[src/rtl/cdc_hs_rx.sv]
// cdc_hs_rx: receive side of a toggle req/ack CDC handshake, delivering each word over valid/ready
module cdc_hs_rx #(
    parameter int DATA_W      = 4,
    parameter int SYNC_STAGES = 2,
    parameter int CNT_W       = 8
) (
    input  logic              clk,
    input  logic              rst,
    input  logic              req_t,
    input  logic [DATA_W-1:0] idata,
    output logic [DATA_W-1:0] odata,
    output logic              ovalid,
    input  logic              oready,
    output logic              ack_t,
    output logic [CNT_W-1:0]  rx_cnt,
    output logic              proto_err
);
    typedef enum logic {IDLE, BUSY} state_t;

    state_t                 state_q, state_d;
    logic [SYNC_STAGES-1:0] sync_q, sync_d;
    logic                   req_last_q, req_last_d;
    logic [DATA_W-1:0]      odata_q, odata_d;
    logic                   ovalid_q, ovalid_d;
    logic                   ack_t_q, ack_t_d;
    logic [CNT_W-1:0]       rx_cnt_q, rx_cnt_d;
    logic                   proto_err_q, proto_err_d;
    logic                   req_s, evt, busy, take, done;

    assign req_s = sync_q[SYNC_STAGES-1];
    assign evt   = req_s ^ req_last_q;
    assign busy  = state_q == BUSY;
    assign take  = !busy && evt;
    assign done  = busy && ovalid_q && oready;

    // next state: capture on a new request edge, release and acknowledge once the word is taken
    always_comb begin
        sync_d      = {sync_q[SYNC_STAGES-2:0], req_t};
        state_d     = take ? BUSY : done ? IDLE : state_q;
        req_last_d  = take ? req_s : req_last_q;
        odata_d     = take ? idata : odata_q;
        ovalid_d    = take || (ovalid_q && !done);
        ack_t_d     = ack_t_q ^ done;
        rx_cnt_d    = rx_cnt_q + CNT_W'(done);
        proto_err_d = proto_err_q || (busy && evt);
    end

    // all state clears the instant reset asserts so the sender sees ack return to 0
    always_ff @(posedge clk or posedge rst) begin
        if (rst) begin
            sync_q      <= '0;
            state_q     <= IDLE;
            req_last_q  <= 1'b0;
            odata_q     <= '0;
            ovalid_q    <= 1'b0;
            ack_t_q     <= 1'b0;
            rx_cnt_q    <= '0;
            proto_err_q <= 1'b0;
        end else begin
            sync_q      <= sync_d;
            state_q     <= state_d;
            req_last_q  <= req_last_d;
            odata_q     <= odata_d;
            ovalid_q    <= ovalid_d;
            ack_t_q     <= ack_t_d;
            rx_cnt_q    <= rx_cnt_d;
            proto_err_q <= proto_err_d;
        end
    end

    assign odata     = odata_q;
    assign ovalid    = ovalid_q;
    assign ack_t     = ack_t_q;
    assign rx_cnt    = rx_cnt_q;
    assign proto_err = proto_err_q;
endmodule

[config.mk]
export PLATFORM = sky130hd
export DESIGN_NAME = cdc_hs_rx
export DESIGN_NICKNAME = d
export VERILOG_FILES = /design/src/rtl/cdc_hs_rx.sv
export SDC_FILE = /design/constraint.sdc
export NUM_CORES = 1
export LEC_CHECK = 0
export BUFFER_PORTS_ARGS = -buffer_cell sky130_fd_sc_hd__buf_2
export CAP_MARGIN = 10
export CELL_PAD_IN_SITES_DETAIL_PLACEMENT = 2
export CELL_PAD_IN_SITES_GLOBAL_PLACEMENT = 2
export CORE_ASPECT_RATIO = 1.1
export CORE_MARGIN = 5
export CORE_UTILIZATION = 28
export DETAILED_ROUTE_END_ITERATION = 8
export PLACE_DENSITY = 0.75
export SETUP_SLACK_MARGIN = 0.3
export SLEW_MARGIN = 20
export SYNTH_ARGS = -nofsm -noshare
export SYNTH_HDL_FRONTEND = slang
export SYNTH_SLANG_ARGS = --single-unit
[constraint.sdc]
create_clock -name clk -period 1.4 [get_ports clk]
set_input_delay 0.07 -clock clk [delete_from_list [all_inputs] [get_ports clk]]
set_output_delay 0.07 -clock clk [all_outputs]
set_load 0.05 [all_outputs]
==> impl_results.md <==
* Final worst path period share at 92.21%
* Final Util at 45.16%
* Placed Cells incl. Taps at 104
* Full die area at 3690 sq um
* Outcome: complete, no violations
* Synth unique cells at 15
* Clock buffer count from CTS at 3
* Clk pin slew, worst setup/hold paths at 110 ps
* Detailed Routing Iterations Pass 1 at 2
* Max cap viols at 0
* Wire per inst at 14.84 um
* All-Layer GR Usage at 10.55%
* Largest net degree at the start of global routing at 20
* YS warnings at 0
* Worst path required time at 1580 ps
* Die H at 63.21 um
* DIE WIDTH at 58.37 um
* Post-Syn Area at 720.7 sq um
* Drc violations at 0
* CP Capture Type: flop
* Power Total at 2.545 mW
* Worst skew pair latency at 290 ps
* Gr ovfl total at 0
* Cell Count, Final, Fillers Out at 122
* Final wirelength at 1.811 mm
* Post-Syn Area per Cell at 14.41 sq um
* Nets at 102
* Final hold vios at 0
* Minimum hold slack at 3.209 ps
* Final worst slack at 109.1 ps
* Worst relative slew slack at 71.66%
* GPL Wtd Cong at 0.7195
* # setup viols final at 0
* CP Launch Type: flop
* Row count at 19
* Syn_nets at 60
* Dpl ws at 46.00 ps
* Leakage power at 0.5418 nW
* 1st-iter DRT viols at 1
* Initial antenna violation count at 0
* Worst Tran Pin Value at 424.1 ps
* ANT cells at 0
* Max-slew violation count at 0
* Layout cells sized above 1 at 67.03%
* ANT nets after route at 0
* Vias per cell at 4.270
* Pwr dens at 2258 nW/um^2
* Area Growth Syn to Fin at 56.42%
* F_max at 774.6 MHz
* RSZ-0062 raised after global routing: true
* Starting Density at 28.87%
* Io pins at 23
* CTS tree: yes
* Worst Path Arrival at 1470 ps
* H-tree levels at 1
* IO Port Bufs at 22
* Root Buffer: clkbuf_4
* Core area at 2496 sq um
* Maximum clock path buffer count at 2
* Vias in the first global route at 594
* Fin crit period at 1291 ps
* Clock skew at 4.087 ps
* Synth Instances at 50
* Via Count at 521
* VDD IR max at 1.405 mV
* Critical path class: flop to flop
* HP Class: input pin to flop
* Clock Sinks at 19
* Register area share after synthesis at 65.97%
* Hpwl dp at 1.162 mm
* Crit Path Max Fanout at 3
* Global-route wire length before repair at 3.008 mm
* Post-synthesis register bit count at 19
logic make-up after synthesis:
group	count (synthesis)	share of synthesized area [%]
flops	19	65.97
simple gates	10	6.943
xor+xnor	8	10.76
mux	5	7.812
compound gates	3	3.473
buf+inv	3	1.562
fa+ha+maj	2	3.472
sequential cells by signal, indices dropped and copies added (netlist names):
| signal | count |
|---|---|
| req_last_q | 1 |
| odata | 4 |
| ack_t | 1 |
| ovalid | 1 |
| proto_err | 1 |
| sync_q | 2 |
| rx_cnt | 8 |
| busy | 1 |
power by group:
group / switching, mW / internal (mW)
Combinational: 0.812 / 0.527
Sequential: 0.186 / 0.743
Clock: 0.172 / 0.106
routing by layer:
metal	vias up	global-route usage, %	wire length [um]
met5	-	0	0
met1	262	12.39	733
met3	2	3.469	87
li1	248	-	-
met2	9	17.74	973
met4	0	3.478	17
cell usage after synthesis, drive strengths merged:
master	number	area share [%]
mux2	5	7.8
inv	3	1.6
nor2	3	2.6
a2bb2oi	1	1.2
o21bai	1	1.0
dfrtp	19	66
ha	2	3.5
a21o	1	1.2
nand2	3	1.6
xnor2	4	5.9
xor2	4	4.9
nand3	3	2.1
nor3	1	0.69
metrics by stage:
step                      setup TNS, ps  cell area (sq um)
after CTS                             0               1051
after global placement                0              935.9
after floorplan                  -50.35              779.5
after global routing                  0               1127
after detailed placement              0              935.9
final                                 0               1127
worst paths after layout:
check	startpoint	endpoint	slack, ps	depth (start not counted)
worst max-delay path	ovalid	rx_cnt[2]	110	6
worst min register to register	sync_q[0]	sync_q[1]	360	0
worst max register to register	ovalid	rx_cnt[2]	110	6
min in group asynchronous	rst	odata[1]	310	3
max in group asynchronous	rst	rx_cnt[0]	800	3
worst min-delay path	idata[0]	odata[0]	3	2
what timing repair did:
action	4_1_cts	5_1_grt
hold buffers	3	1
pin swaps	5	4
gates resized for setup	6	9
setup endpoints to repair	12	19
buffers inserted	5	5
hold endpoints to repair	21	1
worst max-delay path, stage by stage (launching register included):
cell     delay, ps
dfrtp_2        450
nand3_2        100
inv_2           50
ha_4           160
ha_4           160
buf_4          130
xor2_1         130
placed cells by master, fill, tap and decap left out:
master / instances
xor2_1: 4
a21o_2: 1
o21bai_1: 1
xnor2_1: 3
dfrtp_2: 5
xnor2_2: 1
nand3_4: 1
nor2_4: 2
buf_6: 1
buf_2: 18
inv_2: 1
dfrtp_1: 14
dlygate4sd3_1: 4
mux2_2: 1
a2bb2oi_2: 1
nor3_2: 1
inv_1: 1
buf_4: 11
clkinvlp_4: 1
nor2_2: 1
mux2_4: 4
ha_4: 2
nand3_2: 2
clkbuf_4: 6
nand2_1: 3
clkinv_2: 1
cell type report:
| type | count | area, sq um |
|---|---|---|
| well taps | 31 | 38.79 |
| flip-flops and latches | 19 | 481.7 |
| fillers | 257 | 1369 |
| clock buffers | 3 | 22.52 |
| inverters | 3 | 15.01 |
| clock inverters | 1 | 5.005 |
| repair buffers | 37 | 246.5 |
| multi-input cells | 28 | 317.8 |
Power figures use the tool's default switching activity.
